`config.mk`:
```
export PLATFORM = sky130hd
export DESIGN_NAME = bit_serializer_flat
export DESIGN_NICKNAME = d
export VERILOG_FILES = /design/src/rtl/ser_pkg.sv /design/src/rtl/bit_serializer_if.sv /design/src/rtl/ser_hold_buf.sv /design/src/rtl/bit_serializer.sv /design/src/flat_wrapper.sv
export SDC_FILE = /design/constraint.sdc
export NUM_CORES = 1
export LEC_CHECK = 0
export BUFFER_PORTS_ARGS = -buffer_cell sky130_fd_sc_hd__clkbuf_2
export CELL_PAD_IN_SITES_DETAIL_PLACEMENT = 1
export CELL_PAD_IN_SITES_GLOBAL_PLACEMENT = 1
export CORE_MARGIN = 2
export CORE_UTILIZATION = 32
export CTS_CLUSTER_SIZE = 16
export DETAILED_ROUTE_END_ITERATION = 10
export PLACE_DENSITY = 0.69
export SYNTH_ARGS = -nofsm -noshare
export SYNTH_HDL_FRONTEND = slang
export SYNTH_HIERARCHICAL = 1
export SYNTH_SLANG_ARGS = --single-unit
```
`constraint.sdc`:
```
create_clock -name clock -period 1.2 [get_ports clock]
set_input_delay 0.12 -clock clock [delete_from_list [all_inputs] [get_ports clock]]
set_output_delay 0.12 -clock clock [all_outputs]
set_load 0.05 [all_outputs]
```
`src/rtl/ser_pkg.sv`:
```
// Shared types and defaults for the bit_serializer block.
package ser_pkg;

  // Two-state serializer FSM: waiting for a word, or shifting one out.
  typedef enum logic {SER_IDLE, SER_SHIFT} ser_state_t;

  localparam int   SER_WIDTH_DEFAULT      = 8;
  localparam logic SER_IDLE_LEVEL_DEFAULT = 1'b0;

endpackage

```
`src/rtl/bit_serializer_if.sv`:
```
// Word-in / bit-out bus of the bit_serializer.
// master = word producer and bit consumer, slave = the serializer.
interface bit_serializer_if #(
  parameter int WIDTH = ser_pkg::SER_WIDTH_DEFAULT
);
  logic [WIDTH-1:0] in_data;
  logic             in_valid;
  logic             in_ready;
  logic             bit_en;
  logic             bit_out;
  logic             bit_valid;
  logic             word_done;
  logic             busy;

  modport master (
    output in_data, in_valid, bit_en,
    input  in_ready, bit_out, bit_valid, word_done, busy
  );

  modport slave (
    input  in_data, in_valid, bit_en,
    output in_ready, bit_out, bit_valid, word_done, busy
  );
endinterface

```
`src/rtl/ser_hold_buf.sv`:
```
// One-entry holding register (valid flag + data) with load/pop strobes.
// The owner never loads while full and never pops while empty.
module ser_hold_buf #(
  parameter int WIDTH = ser_pkg::SER_WIDTH_DEFAULT
) (
  input  logic             clk_i,
  input  logic             rst_ni,
  input  logic             load_i,
  input  logic [WIDTH-1:0] data_i,
  input  logic             pop_i,
  output logic             full_o,
  output logic [WIDTH-1:0] data_o
);

  logic             full_q;
  logic [WIDTH-1:0] data_q;

  // Capture a word on load, release it on pop; reset empties the entry.
  always_ff @(posedge clk_i) begin
    if (!rst_ni) begin
      full_q <= 1'b0;
      data_q <= '0;
    end else begin
      if (pop_i) begin
        full_q <= 1'b0;
      end
      if (load_i) begin
        full_q <= 1'b1;
        data_q <= data_i;
      end
    end
  end

  assign full_o = full_q;
  assign data_o = data_q;

endmodule

```
`src/rtl/bit_serializer.sv`:
```
// Parallel-to-serial front end: accepts WIDTH-bit words over valid/ready
// and shifts them out MSB-first, one bit per posedge with bit_en=1.
// Optional macro SER_PREFETCH_EN adds a one-word holding buffer so that
// consecutive words stream without an idle gap.
module bit_serializer
  import ser_pkg::*;
#(
  parameter int   WIDTH      = SER_WIDTH_DEFAULT,
  parameter logic IDLE_LEVEL = SER_IDLE_LEVEL_DEFAULT
) (
  input logic             clock,
  input logic             reset_n,
  bit_serializer_if.slave bus
);

  localparam int CW = $clog2(WIDTH);

  ser_state_t       state_q, state_d;
  logic [WIDTH-1:0] sreg_q, sreg_d;
  logic [CW-1:0]    cnt_q, cnt_d;
  logic             done_q, done_d;
  logic             bit_out_q, bit_out_d;
  logic             bit_valid_q, bit_valid_d;

  logic             in_ready;
  logic             xfer;
  logic             last_bit;

`ifdef SER_PREFETCH_EN
  logic             buf_full;
  logic [WIDTH-1:0] buf_data;
  logic             buf_load;
  logic             buf_pop;

  ser_hold_buf #(.WIDTH(WIDTH)) u_hold_buf (
    .clk_i  (clock),
    .rst_ni (reset_n),
    .load_i (buf_load),
    .data_i (bus.in_data),
    .pop_i  (buf_pop),
    .full_o (buf_full),
    .data_o (buf_data)
  );

  // The buffer is the only thing that can refuse a word.
  assign in_ready = !buf_full && reset_n;
  assign bus.busy = (state_q == SER_SHIFT) || buf_full;
`else
  assign in_ready = (state_q == SER_IDLE) && reset_n;
  assign bus.busy = (state_q == SER_SHIFT);
`endif

  assign xfer     = bus.in_valid && in_ready;
  assign last_bit = (state_q == SER_SHIFT) && bus.bit_en && (cnt_q == '0);

  // Next-state: word load, shift/hold, and end-of-word reload or return to IDLE.
  always_comb begin
    state_d = state_q;
    sreg_d  = sreg_q;
    cnt_d   = cnt_q;
    done_d  = 1'b0;
`ifdef SER_PREFETCH_EN
    buf_pop  = 1'b0;
    // Mid-word arrivals park in the buffer; at the last bit an empty buffer is bypassed.
    buf_load = xfer && (state_q == SER_SHIFT) && !last_bit;
`endif
    unique case (state_q)
      SER_IDLE: begin
        if (xfer) begin
          sreg_d  = bus.in_data;
          cnt_d   = CW'(WIDTH - 1);
          state_d = SER_SHIFT;
        end
      end
      SER_SHIFT: begin
        if (bus.bit_en) begin
          if (cnt_q != '0) begin
            sreg_d = sreg_q << 1;
            cnt_d  = cnt_q - CW'(1);
          end else begin
            done_d = 1'b1;
`ifdef SER_PREFETCH_EN
            if (buf_full) begin
              sreg_d  = buf_data;
              cnt_d   = CW'(WIDTH - 1);
              buf_pop = 1'b1;
            end else if (xfer) begin
              sreg_d = bus.in_data;
              cnt_d  = CW'(WIDTH - 1);
            end else begin
              state_d = SER_IDLE;
            end
`else
            state_d = SER_IDLE;
`endif
          end
        end
      end
      default: state_d = SER_IDLE;
    endcase
    // Serial outputs are registered copies of what the next state presents.
    bit_valid_d = (state_d == SER_SHIFT);
    bit_out_d   = (state_d == SER_SHIFT) ? sreg_d[WIDTH-1] : IDLE_LEVEL;
  end

  // State, datapath and output registers; reset aborts any word in flight.
  always_ff @(posedge clock) begin
    if (!reset_n) begin
      state_q     <= SER_IDLE;
      sreg_q      <= '0;
      cnt_q       <= '0;
      done_q      <= 1'b0;
      bit_out_q   <= IDLE_LEVEL;
      bit_valid_q <= 1'b0;
    end else begin
      state_q     <= state_d;
      sreg_q      <= sreg_d;
      cnt_q       <= cnt_d;
      done_q      <= done_d;
      bit_out_q   <= bit_out_d;
      bit_valid_q <= bit_valid_d;
    end
  end

  assign bus.in_ready  = in_ready;
  assign bus.bit_out   = bit_out_q;
  assign bus.bit_valid = bit_valid_q;
  assign bus.word_done = done_q;

endmodule

```
`src/flat_wrapper.sv`:
```
// flat-port wrapper written by rule: the top's interface ports become plain ports
module bit_serializer_flat import ser_pkg::*;
#(
  parameter int   WIDTH      = SER_WIDTH_DEFAULT,
  parameter logic IDLE_LEVEL = SER_IDLE_LEVEL_DEFAULT
)
  (clock, reset_n, bus_in_data, bus_in_valid, bus_bit_en, bus_in_ready, bus_bit_out, bus_bit_valid, bus_word_done, bus_busy);
  bit_serializer_if #(.WIDTH(WIDTH)) bus_i ();
  input logic clock;
  input logic reset_n;
  input wire logic [$bits(bus_i.in_data)-1:0] bus_in_data;
  input wire logic [$bits(bus_i.in_valid)-1:0] bus_in_valid;
  input wire logic [$bits(bus_i.bit_en)-1:0] bus_bit_en;
  output wire logic [$bits(bus_i.in_ready)-1:0] bus_in_ready;
  output wire logic [$bits(bus_i.bit_out)-1:0] bus_bit_out;
  output wire logic [$bits(bus_i.bit_valid)-1:0] bus_bit_valid;
  output wire logic [$bits(bus_i.word_done)-1:0] bus_word_done;
  output wire logic [$bits(bus_i.busy)-1:0] bus_busy;
  assign bus_i.in_data = bus_in_data;
  assign bus_i.in_valid = bus_in_valid;
  assign bus_i.bit_en = bus_bit_en;
  assign bus_in_ready = bus_i.in_ready;
  assign bus_bit_out = bus_i.bit_out;
  assign bus_bit_valid = bus_i.bit_valid;
  assign bus_word_done = bus_i.word_done;
  assign bus_busy = bus_i.busy;
  bit_serializer #(.WIDTH(WIDTH), .IDLE_LEVEL(IDLE_LEVEL)) u_core (.clock(clock), .reset_n(reset_n), .bus(bus_i));
endmodule
```
==> parameters.txt <==
Parameter                              Value

Timing
  Transition time at the pin with the least slew margin    0.2986 ns
  Final Max Slew Viols    0
  Worst clock skew    0.006825 ns
  Fin crit period    1.206 ns
  Post-route fraction of the period consumed by the critical path    1.005
  Final-report hold violation count    0
  Setup repair after global routing missed its margin    yes
  Total setup violations reported at the end of the flow    1
  Achievable frequency    0.8293 GHz
  Max_slew headroom    0.7988
  Worst Slack Setup Final    -0.005843 ns

Cells and area
  Number of inserted filler cells in the final layout    247
  Final net count    113
  Core utilization of the finished layout    0.4974
  Number of diodes added for antenna fixing    0
  Layout cells sized above 1    0.5408
  Synth-to-layout area growth    48.64%

Setup path
  CP required    1.38 ns
  Number of cells traversed by the worst register-to-register path    6
  Critical Path Sink Type    register
  Worst endpoint data arrival time    1.38 ns
  Worst r2r src    u_core/cnt_q[0]
  Start-to-end type of the worst setup path    reg -> reg
  Worst Path Max Fanout    4
  Capture point of the worst reg-to-reg path    u_core/sreg_q[7]
  Setup slack on the worst flop-to-flop path    -0.006 ns
  Element type at the critical path start    register

Global route
  Maximum number of pins on one net before global-route repair    9
  Number of global-route vias before repair    600
  Total gr overflow    0
  First-pass GRT wire length    2573 um
  Antenna violations before repair    0
  Tot GR Track Use    0.1413

Drt
  Post-route ant nets    0
  Final routed DRC violation total    0
  Detailed-route wire length per cell    11.99 um
  Aggregate routed wire length    1499 um
  Vias after detailed routing    596
  Number of iterations in the first detailed-routing pass    2
  Average via count per standard cell    4.768
  Count of routing violations after the opening detailed-route iteration    5

Worst hold path
  Hold-critical path depth    3
  Worst Hold Launch    bus_in_data[2]
  Hold endpoint    u_core/sreg_q[2]
  Type of the most critical hold path    in -> reg

Synth
  Post-synth top flop    sky130_fd_sc_hd__dfxtp_1
  Sequential cell area fraction in the yosys report    0.4358
  Count of unique library cells instantiated by Yosys    26
  Dominant cells by area after synthesis    sky130_fd_sc_hd__dfxtp_1 (44%), sky130_fd_sc_hd__nand2_1 (9.9%), sky130_fd_sc_hd__o221ai_1 (8.2%), sky130_fd_sc_hd__ha_1 (3.9%), sky130_fd_sc_hd__buf_6 (3.5%)
  Most area-hungry cell type in the Yosys netlist    sky130_fd_sc_hd__dfxtp_1
  Commonest cells in the netlist    sky130_fd_sc_hd__nand2_1 (17), sky130_fd_sc_hd__dfxtp_1 (14), sky130_fd_sc_hd__o221ai_1 (6)
  Number of nets in the synthesized netlist    86
  Fraction of post-synthesis cell area in the top cell type by area    0.4358
  Synthesized area    643.1 um2
  Synthesized instance count    72
  Syn_area_per_cell    8.932 um2
  Fraction of registers with async set or reset after synthesis    0
  Cell with the most instances after synthesis    sky130_fd_sc_hd__nand2_1
  Count of flip-flops with a built-in enable after synthesis    0
  Synthesis Warnings    6
  Flip-flop and latch count after synthesis    14

Clock tree
  Number of hold buffers added after cts    0
  TritonCTS clock tree    done
  Count of H-tree levels built during CTS    1
  Latest clock arrival within the worst-skew pair    0.28 ns
  Clock Sinks    14
  Clock Path Buffers    2
  TritonCTS Buffers    3
  Clock root buffer    sky130_fd_sc_hd__clkbuf_4
  Clock transition at the registers of the reported paths    0.09 ns

Floorplan
  Die height    48.83 um
  Area of the core    1922 um2
  Width of the die    48.83 um
  Row count    16
  Die Area    2384 um2
  Top-level I/O count    17
  Effective utilization at floorplan    0.3346

Placement
  Buffers added on ports    16
  Placement-stage worst setup slack    -0.1478 ns
  Weighted congestion reported at the end of routability-driven placement    0.7427
  Post-detailed-placement half-perimeter wirelength    1110 um

Power
  Pleak    0.3955 nW
  VDD IR-drop max    0.8264 mV
  Power density normalized to cell area    1268 nW/um2

Run status
  Violations in the final reports    negative setup slack
  Status    complete, but fails checks

Run
  Max-cap violations    0
registers in the layout, summed over array words and instances, names as in the netlist:
| signal | count |
|---|---|
| u_core/cnt_q | 3 |
| u_core/bus.word_done | 1 |
| u_core/sreg_q | 8 |
| u_core/bus.bit_out | 1 |
| u_core/bus.bit_valid | 1 |
placed cells by master, fill, tap and decap left out:
cell type                   n
sky130_fd_sc_hd__nand2_1   17
sky130_fd_sc_hd__clkbuf_2  15
sky130_fd_sc_hd__dfxtp_1   11
sky130_fd_sc_hd__buf_4      8
sky130_fd_sc_hd__o221ai_1   4
sky130_fd_sc_hd__clkbuf_4   3
sky130_fd_sc_hd__inv_1      3
sky130_fd_sc_hd__nor2_1     3
sky130_fd_sc_hd__clkbuf_8   2
sky130_fd_sc_hd__inv_2      2
sky130_fd_sc_hd__nor2_2     2
sky130_fd_sc_hd__o21ai_1    2
sky130_fd_sc_hd__o221ai_2   2
sky130_fd_sc_hd__ha_4       2
sky130_fd_sc_hd__dfxtp_2    2
sky130_fd_sc_hd__buf_6      2
sky130_fd_sc_hd__nand2b_4   1
sky130_fd_sc_hd__nand3_4    1
sky130_fd_sc_hd__and3b_2    1
sky130_fd_sc_hd__inv_6      1
sky130_fd_sc_hd__nand2_4    1
sky130_fd_sc_hd__o221a_1    1
sky130_fd_sc_hd__a31oi_1    1
sky130_fd_sc_hd__a21boi_2   1
sky130_fd_sc_hd__a31o_4     1
sky130_fd_sc_hd__mux2_1     1
sky130_fd_sc_hd__o22ai_4    1
sky130_fd_sc_hd__nand3_2    1
sky130_fd_sc_hd__nor4_2     1
sky130_fd_sc_hd__a221oi_2   1
sky130_fd_sc_hd__nor3_1     1
sky130_fd_sc_hd__o21ai_0    1
sky130_fd_sc_hd__nor3_2     1
sky130_fd_sc_hd__dfxtp_4    1
area by class of cell:
class / instances / area [um2] / area share
Tap cell: 27 / 33.78 / 0.03534
Sequential cell: 14 / 286.5 / 0.2997
Inverter: 6 / 27.53 / 0.02880
Timing Repair Buffer: 26 / 171.4 / 0.1793
Clock buffer: 4 / 36.28 / 0.03796
Multi-Input combinational cell: 48 / 400.4 / 0.4188
worst max-delay path, cell delays in order (launching register included):
cell                       delay (ns)
sky130_fd_sc_hd__dfxtp_2         0.33
sky130_fd_sc_hd__inv_2           0.08
sky130_fd_sc_hd__ha_4            0.15
sky130_fd_sc_hd__nand2b_4        0.08
sky130_fd_sc_hd__a31o_4          0.23
sky130_fd_sc_hd__o22ai_4         0.16
sky130_fd_sc_hd__nor2_1          0.07
metal layers:
metal | vias to the layer above | wire length [um] | GRT usage | part of all wire
met3 | 2 | 65 | 0.04908 | 0.043
met1 | 274 | 671 | 0.1654 | 0.45
li1 | 307 | - | - | -
met4 | 0 | 14 | 0.04286 | 0.0093
met5 | - | 0 | 0 | 0
met2 | 13 | 747 | 0.2420 | 0.50
worst max path at each step:
stage / slack [ns] / to / cells after the start / from
2_1_floorplan: -0.11 / u_core/cnt_q[1] / 6 / u_core/bus.bit_valid
3_3_place_gp: -0.10 / u_core/bus.bit_out / 6 / u_core/cnt_q[1]
3_5_place_dp: -0.15 / u_core/bus.bit_out / 6 / u_core/cnt_q[0]
4_1_cts: -0.005 / u_core/sreg_q[7] / 6 / u_core/cnt_q[1]
5_1_grt: -0.04 / u_core/sreg_q[7] / 6 / u_core/cnt_q[0]
6_report: -0.006 / u_core/sreg_q[7] / 6 / u_core/cnt_q[0]
power by group:
| part | internal (mW) | switching, mW | leakage (nW) | total [mW] |
|---|---|---|---|---|
| registers | 0.505 | 0.0220 | 0.117 | 0.527 |
| clock network | 0.185 | 0.155 | 0.0210 | 0.340 |
| logic | 0.154 | 0.191 | 0.258 | 0.345 |
logic make-up (layout without fill, tap and decap cells):
group	Yosys count	after routing	share of synthesized area
AO/OA/AOI/OAI	15	15	0.1809
adder cells (fa/ha/maj)	2	2	0.03890
buffers and inverters	10	36	0.09728
flip-flops	14	14	0.4358
multiplexers	1	1	0.01751
AND/OR/NAND/NOR	30	30	0.2296
metrics by stage:
stage           TNS (ns)  total power [mW]  hold WS, ns  std cells  instance area, um2
3_5_place_dp     -0.9516            0.7920       0.3305        119               788.3
3_3_place_gp     -0.4705            0.7842       0.3243        119               788.3
6_report       -0.005843             1.212      0.04366        125               955.9
2_1_floorplan    -0.4512            0.7078       0.2346         72               649.4
5_1_grt          -0.2007             1.292      0.04594        125               955.9
4_1_cts        -0.008590             1.180      0.03382        123               873.3
repair_timing:
| item | in CTS | in global routing |
|---|---|---|
| setup endpoints to repair | 16 | 12 |
| hold endpoints to repair | 0 | 0 |
| setup buffers | 1 | 2 |
| resized for setup | 12 | 14 |
| pin swaps | 4 | 6 |
| gates cloned | 0 | 0 |
Power figures use the tool's default switching activity.
